**src/rtl/avalon_bus_arbiter.sv**
```systemverilog
// Two-requester Avalon-MM arbiter (fetch = port 0, data = port 1) with a stall watchdog.
// Optional `ARB_ROUND_ROBIN_EN swaps fixed port-1 priority for round-robin on ties.
module avalon_bus_arbiter #(
  parameter int ADDR_W  = 32,
  parameter int DATA_W  = 32,
  parameter int TIMEOUT = 1024
) (
  input  logic                clk,
  input  logic                reset,
  input  logic [ADDR_W-1:0]   m0_address,
  input  logic                m0_read,
  input  logic                m0_write,
  input  logic [DATA_W-1:0]   m0_writedata,
  input  logic [DATA_W/8-1:0] m0_byteenable,
  output logic                m0_waitrequest,
  output logic [DATA_W-1:0]   m0_readdata,
  input  logic [ADDR_W-1:0]   m1_address,
  input  logic                m1_read,
  input  logic                m1_write,
  input  logic [DATA_W-1:0]   m1_writedata,
  input  logic [DATA_W/8-1:0] m1_byteenable,
  output logic                m1_waitrequest,
  output logic [DATA_W-1:0]   m1_readdata,
  output logic [ADDR_W-1:0]   address,
  output logic                read,
  output logic                write,
  output logic [DATA_W-1:0]   writedata,
  output logic [DATA_W/8-1:0] byteenable,
  input  logic                waitrequest,
  input  logic [DATA_W-1:0]   readdata,
  output logic [1:0]          grant,
  output logic                timeout_err
);

  typedef enum logic [1:0] {IDLE = 2'd0, GNT0 = 2'd1, GNT1 = 2'd2} ArbState;

  localparam logic [15:0] TIMEOUT_CNT = 16'(TIMEOUT);

  ArbState     r_state;
  ArbState     w_nextState;
  logic        w_req0;
  logic        w_req1;
  logic        w_pick1;
  logic [15:0] r_stallCnt;
  logic [15:0] w_stallInc;
  logic        r_timeoutErr;

  assign w_req0     = m0_read | m0_write;
  assign w_req1     = m1_read | m1_write;
  assign w_stallInc = r_stallCnt + 16'd1;

`ifdef ARB_ROUND_ROBIN_EN
  logic r_lastOwner;

  // On a tie the port that was not served last wins; a lone requester always wins.
  assign w_pick1 = w_req1 & (~w_req0 | ~r_lastOwner);

  always_ff @(posedge clk or posedge reset) begin
    if (reset) begin
      r_lastOwner <= 1'b0;
    end else if (r_state == IDLE && (w_req0 | w_req1)) begin
      r_lastOwner <= w_pick1;
    end
  end
`else
  assign w_pick1 = w_req1;
`endif

  always_ff @(posedge clk or posedge reset) begin
    if (reset) begin
      r_state <= IDLE;
    end else begin
      r_state <= w_nextState;
    end
  end

  // A granted port dropping its request is treated like completion: back to IDLE.
  always_comb begin
    w_nextState = r_state;
    case (r_state)
      IDLE: begin
        if (w_pick1) begin
          w_nextState = GNT1;
        end else if (w_req0) begin
          w_nextState = GNT0;
        end
      end
      GNT0: begin
        if (!w_req0 || !waitrequest) begin
          w_nextState = IDLE;
        end
      end
      GNT1: begin
        if (!w_req1 || !waitrequest) begin
          w_nextState = IDLE;
        end
      end
      default: w_nextState = IDLE;
    endcase
  end

  always_comb begin
    address        = '0;
    read           = 1'b0;
    write          = 1'b0;
    writedata      = '0;
    byteenable     = '0;
    m0_waitrequest = 1'b1;
    m1_waitrequest = 1'b1;
    case (r_state)
      GNT0: begin
        address        = m0_address;
        read           = m0_read;
        write          = m0_write;
        writedata      = m0_writedata;
        byteenable     = m0_byteenable;
        m0_waitrequest = waitrequest;
      end
      GNT1: begin
        address        = m1_address;
        read           = m1_read;
        write          = m1_write;
        writedata      = m1_writedata;
        byteenable     = m1_byteenable;
        m1_waitrequest = waitrequest;
      end
      default: begin
      end
    endcase
  end

  // Stall counter is held at zero while idle so every grant starts a fresh count.
  always_ff @(posedge clk or posedge reset) begin
    if (reset) begin
      r_stallCnt   <= '0;
      r_timeoutErr <= 1'b0;
    end else if (r_state == IDLE) begin
      r_stallCnt <= '0;
    end else if (waitrequest && r_stallCnt != 16'hFFFF) begin
      r_stallCnt <= w_stallInc;
      if (w_stallInc >= TIMEOUT_CNT) begin
        r_timeoutErr <= 1'b1;
      end
    end
  end

  assign grant       = {r_state == GNT1, r_state == GNT0};
  assign timeout_err = r_timeoutErr;
  assign m0_readdata = readdata;
  assign m1_readdata = readdata;

endmodule

```
**config.mk**
```make
export PLATFORM = sky130hd
export DESIGN_NAME = avalon_bus_arbiter
export DESIGN_NICKNAME = d
export VERILOG_FILES = /design/src/rtl/avalon_bus_arbiter.sv
export SDC_FILE = /design/constraint.sdc
export NUM_CORES = 1
export LEC_CHECK = 0
export BUFFER_PORTS_ARGS = -buffer_cell sky130_fd_sc_hd__buf_2
export CAP_MARGIN = 5
export CORE_AREA = 3 3 120 122
export DETAILED_ROUTE_END_ITERATION = 6
export DIE_AREA = 0 0 123 125
export GPL_TIMING_DRIVEN = 0
export PLACE_DENSITY = 0.65
export SLEW_MARGIN = 30
export SYNTH_ARGS = -nofsm -noshare
export SYNTH_HDL_FRONTEND = slang
export SYNTH_SLANG_ARGS = --single-unit
```
**constraint.sdc**
```tcl
create_clock -name clk -period 2.8 [get_ports clk]
set_input_delay 0 -clock clk [delete_from_list [all_inputs] [get_ports clk]]
set_output_delay 0 -clock clk [all_outputs]
set_load 0.01 [all_outputs]
```
==> results of run 1 <==
[sequential cells by signal, indices dropped and copies added, names as in the netlist]
name         flops
r_stallCnt      16
r_state          2
timeout_err      1
[worst max-delay path: cells and delay by family, from the launching register on]
| family | cells | cell delay [ps] |
|---|---|---|
| adders and majority gates | 1 | 180 |
| AOI/OAI and AO/OA | 1 | 160 |
| DFF | 1 | 430 |
| and+or+nand+nor | 1 | 290 |
| buffers and inverters | 4 | 1270 |
[where the power goes]
| part | total (uW) | switching, uW | internal, uW |
|---|---|---|---|
| logic | 2340 | 1310 | 1030 |
| clock network | 300 | 108 | 192 |
| registers | 331 | 31.0 | 300 |
[worst paths after layout]
kind / cells after the start / slack (ps) / start / end
setup / recovery: 7 / 220 / r_state[1] / writedata[8]
hold / removal: 4 / 130 / m1_write / r_state[0]
setup reg to reg: 7 / 590 / r_state[1] / r_state[1]
hold reg to reg: 2 / 470 / timeout_err / timeout_err
max in group asynchronous: 3 / 1920 / reset / r_stallCnt[10]
min in group asynchronous: 3 / 410 / reset / r_stallCnt[5]
[kinds of logic (layout without fill, tap and decap cells)]
group / after synthesis / in the layout / synth area share [%]
adder cells (fa/ha/maj): 4 / 4 / 1.83
flip-flops: 19 / 19 / 17.4
buffers and inverters: 101 / 386 / 23.1
XOR/XNOR: 16 / 16 / 5.13
AND/OR/NAND/NOR: 139 / 139 / 30.6
AO/OA/AOI/OAI: 82 / 82 / 21.9
[Yosys cell counts, types with 5 or more instances]
cell,n,share of area (%)
nor2b_1,70,16
nand3_1,12,2.2
nand4_1,8,1.8
o21ai_0,5,0.92
xor2_1,14,4.5
clkbuf_1,26,3.6
buf_4,64,18
dfrtp_1,19,17
inv_1,6,0.82
or3_1,5,1.1
a22oi_1,70,19
nor2_1,20,2.7
[per-stage QoR]
stage	cell area (um2)	setup WS [ps]	util (%)	power [uW]
3_3_place_gp	4350	478	32.7	2710
5_1_grt	4440	45.6	33.4	3270
2_1_floorplan	2730	1030	-	1800
4_1_cts	4440	158	33.4	3040
6_report	4440	220	33.4	2970
3_5_place_dp	4350	446	32.7	2730
[cells in the final DEF (no fill, tap or decap), types with 3 or more instances in the layout]
cell,Yosys,final
buf_2,2,282
a22oi_1,70,70
nor2b_1,70,70
buf_4,64,64
clkbuf_1,26,26
nor2_1,20,20
dfrtp_1,19,19
xor2_1,14,14
nand3_1,12,12
nand4_1,8,8
inv_1,6,6
or3_1,5,5
o21ai_0,5,5
nand2_1,4,4
ha_1,4,4
a21oi_1,3,3
and3_1,3,3
and2_1,3,3
clkbuf_16,0,3
[metal layers]
| metal | part of all wire, % | wire length (um) | global-route usage (%) | vias to the layer above |
|---|---|---|---|---|
| li1 | - | - | - | 1771 |
| met5 | 0 | 0 | 0 | - |
| met4 | 0.92 | 112 | 2.21 | 0 |
| met3 | 8.7 | 1050 | 2.21 | 9 |
| met2 | 50 | 6100 | 26.5 | 156 |
| met1 | 40 | 4880 | 17.6 | 1579 |
[area by class of cell]
| class | count | share of cell area (%) |
|---|---|---|
| multi-input combinational | 241 | 36.6 |
| timing repair buffer | 281 | 31.8 |
| buffer | 95 | 13.7 |
| sequential | 19 | 10.7 |
| tap | 176 | 4.96 |
| clock buffer | 3 | 1.69 |
| inverter | 6 | 0.507 |
| clock inverter | 1 | 0.113 |
[repair_timing]
action | in CTS | in global routing
hold endpoints to repair | 19 | 0
hold buffers | 1 | 0
resized for setup | 0 | 0
==> results.cfg, run 1 <==
[timing]
fin_tns_setup_ps = 0
finalHoldViolCount = 0
finalCritPeriodShare_pct = 92.2
max_freq_mhz = 388
slew_headroom_pct = 50.7
hold_ws_ps = 132
tightest_slew_ps = 739
skew_ps = 2.36
rsz0062_at_grt = false
slew_viol_final = 0
finalSetupViolCount = 0
fin_crit_ps = 2580

[pwr]
p_per_area_mw_per_mm2 = 669
power_leakage_uw = 0.00235
peakVddDrop_mv = 0.259

[clock_network]
cts_buffer_depth = 2
h-tree-depth = 1
clk_pin_slew_worst_paths_ps = 50
cts-buffers-inserted = 3
cts.sinks = 19
cts-root-buf = clkbuf_16
cts_tree = done
clock_latency_ps = 260
cts_setup_buffers = 0

[final_layout]
fill_cells = 1464
syn2layout_area_growth_pct = 62.7
drive_gt1_share_pct = 55.4
multi_input_area_mm2 = 0.00163
seq_area_um2 = 475
diodes = 0
final_cells = 822
num-nets-final = 826

[worst_setup_path]
critPathMaxStageDelay_ps = 520
worstPathRequired_ps = 2800
critPathKind = flop to primary output
startpoint_type = flop
cpMostUsedCell = clkbuf_1
critPathCaptureType = primary output
cpMaxStageDelayCell = clkbuf_1
crit_fanout = 10
crit_chain = inv_1 > ha_1 > clkbuf_1 > clkbuf_1 > a22oi_1 > nor2b_1 > buf_2
worst_ep_arrival_time_ps = 2580

[logic_synthesis]
synthesis.area_mm2 = 0.00273
yosysWarnings = 0
synth-main-ff-cell = dfrtp_1
synthCells = 361
synth_async_sr_flop_share_pct = 100
syn_nets = 540
avgSynthCellArea_um2 = 7.57
synth_enable_flop_cells = 0
synth_seq_area_share_pct = 17.4
ys_seq_elements = 19
yosysUniqueCellTypes = 36

[detailed_routing]
drt-wirelength-per-cell_um = 14.8
antenna_left = 0
dr.pass1.iters = 4
drt-total-wl_um = 12100
vias = 3515
first_iter_violations = 157
drc = 0
via_per_inst = 4.28

[die]
core_mm2 = 0.0133
initial_core_util_pct = 20.5
dieArea_mm2 = 0.0154
rows = 42
die_y_um = 125
die_w_um = 123
io_pins = 314

[placement]
dpl.hpwl_um = 10300
globalplace.congestion = 0.770
port_buffers = 280
dp.cells = 817

[min_path]
hold_class = primary input to flop

[global_routing]
grt_pass1_wl_um = 17900
antenna_found_initial = 0
grt.overflow.total = 0
grt_pass1_vias = 3382
grt_max_degree = 20
grt.total_usage_pct = 14.3

[outcome]
status = completed

[job]
drv_cap = 0
No activity file was read; power rests on OpenSTA's default activity.
==> run 2: changes to the inputs <==
--- a/config.mk
+++ b/config.mk
@@ -6,7 +6,6 @@
 export NUM_CORES = 1
 export LEC_CHECK = 0
 export BUFFER_PORTS_ARGS = -buffer_cell sky130_fd_sc_hd__buf_2
-export CAP_MARGIN = 5
 export CORE_AREA = 3 3 120 122
 export DETAILED_ROUTE_END_ITERATION = 6
 export DIE_AREA = 0 0 123 125
==> constraint.sdc (replaced) <==
create_clock -name clk -period 2.8 [get_ports clk]
set_input_delay 0.42 -clock clk [delete_from_list [all_inputs] [get_ports clk]]
set_output_delay 0.42 -clock clk [all_outputs]
set_load 0.005 [all_outputs]
==> run 2 against run 1 <==
Net effect: critical path depth is the same; non-clock buffer count shrank 1; cell count shrank 0.12%; critical endpoint unchanged; design area is essentially flat; clock power is essentially flat; sequential share of layout area is essentially flat; routed wire length shrank 0.14%; critical path type unchanged; core utilization is essentially flat; first-iteration DRC count grew 2.5%; largest cell class unchanged; fmax shrank 3.6%; register-to-register slack gained 170 ps; count of clock-buffer cells in the layout is the same.
==> results.cfg, run 2 (synthesis results as in run 1) <==
[worst_setup_path]
critPathLaunch = r_state[0]
crit_fanout = 10
r2r_start = r_stallCnt[0]
worstPathRequired_ps = 2380
worstReg2RegEnd = timeout_err
critPathCaptureType = primary output
worst_ep_arrival_time_ps = 2260
r2r_slack_ps = 760
critPathKind = flop to primary output
reg2regPathDepth = 6
startpoint_type = flop
crit_path_end = writedata[8]

[detailed_routing]
drt-wirelength-per-cell_um = 14.8
antenna_left = 0
drt-total-wl_um = 12100
top_layer_used = met4
wl_met2_um = 6100
drc = 0
wl_met3_um = 1070
m1WireLength_um = 4850
first_iter_violations = 161
via_per_inst = 4.29
dr.pass1.iters = 4
vias = 3522

[final_layout]
syn2layout_area_growth_pct = 62.5
multi_input_area_mm2 = 0.00163
fin_area_mm2 = 0.00444
drive_gt1_share_pct = 56.3
largest_reg_flops = 16
num-nets-final = 825
seq_area_um2 = 475
top_register = r_stallCnt
final_cells = 821
final_common_cell = buf_2
diodes = 0
final_cell_mix = buf_2 (282), a22oi_1 (70), nor2b_1 (70)
fill_cells = 1465

[pwr]
peakVddDrop_mv = 0.250
power_leakage_uw = 0.00236
p_per_area_mw_per_mm2 = 632
total_power_uw = 2810

[clock_network]
cts_setup_buffers = 0
clock_latency_ps = 260
cts_tree = done
clk_pin_slew_worst_paths_ps = 60
cts-buffers-inserted = 3
cts.sinks = 19
cts_buffer_depth = 2
h-tree-depth = 1
cts_hold_buf = 0
cts-root-buf = clkbuf_16

[die]
io_pins = 314
dieArea_mm2 = 0.0154
die_w_um = 123
initial_core_util_pct = 20.5
core_mm2 = 0.0133
die_y_um = 125
rows = 42

[timing]
tightest_slew_ps = 740
finalHoldViolCount = 0
finalCritPeriodShare_pct = 95.6
slew_headroom_pct = 50.6
fin_tns_setup_ps = 0
slew_viol_final = 0
max_freq_mhz = 374
rsz0062_at_grt = true
fin_crit_ps = 2680
timing.final.ws_setup_ps = 125
skew_ps = 2.31
finalSetupViolCount = 0

[global_routing]
antenna_found_initial = 0
grt_pass1_wl_um = 17800
grt_pass1_vias = 3376
grt.overflow.total = 0
grt.total_usage_pct = 14.3
grt_max_degree = 20

[placement]
pre_cts_ws_ps = 44.3
place_area_mm2 = 0.00435
globalplace.congestion = 0.770
dpl.hpwl_um = 10300
port_buffers = 280
dp.cells = 817

[outcome]
status = completed

[job]
drv_cap = 0

[min_path]
hold_class = primary input to asynchronous set/reset pin
==> run 2: cell count changes in the layout (fill, tap and decap cells not counted), sizes merged <==
cell	delta
dlygate4sd3	-1
==> run 2: report_power, final <==
| group | total [uW] | internal (uW) | switching, uW |
|---|---|---|---|
| registers | 331 | 300 | 31.1 |
| logic | 2170 | 1030 | 1140 |
| clock network | 300 | 192 | 108 |
| total | 2800 | 1520 | 1280 |
==> run 2: what timing repair did <==
| action | in CTS | in global routing |
|---|---|---|
| resized for setup | 2 | 6 |
| endpoints found under the hold margin | 0 | 0 |
| endpoints found under the setup margin | 37 | 10 |
==> run 2: critical path, cell delays in order (launching register included) <==
cell and delay, ps:
dfrtp_1 410, inv_1 90, ha_1 160, clkbuf_2 290, clkbuf_1 400, a22oi_1 190, nor2b_1 280, buf_2 180
==> run 2: per-layer routing <==
layer | GRT usage [%] | up-vias
met5 | 0 | -
met4 | 2.21 | 0
met3 | 2.21 | 9
met2 | 26.4 | 158
met1 | 17.6 | 1584
li1 | - | 1771
==> run 2: metrics by stage <==
stage	hold WS, ps	util, %
2_1_floorplan	371	-
3_3_place_gp	447	32.7
3_5_place_dp	465	32.7
4_1_cts	306	33.4
5_1_grt	355	33.4
6_report	280	33.4
==> run 2: area by class of cell <==
| class | instances | share of cell area, % |
|---|---|---|
| clock inverters | 1 | 0.113 |
| flip-flops and latches | 19 | 10.7 |
| clock buffers | 3 | 1.69 |
| multi-input cells | 241 | 36.6 |
| inverters | 6 | 0.507 |
| plain buffers | 95 | 13.8 |
| repair buffers | 280 | 31.6 |
| well taps | 176 | 4.96 |
==> run 2: worst min path at each step <==
stage,startpoint,endpoint,cells after the start
after CTS,reset,r_stallCnt[6],2
final,reset,r_stallCnt[5],2
after detailed placement,timeout_err,timeout_err,2
after floorplan,reset,r_stallCnt[0],1
after global placement,timeout_err,timeout_err,2
after global routing,reset,r_stallCnt[5],2
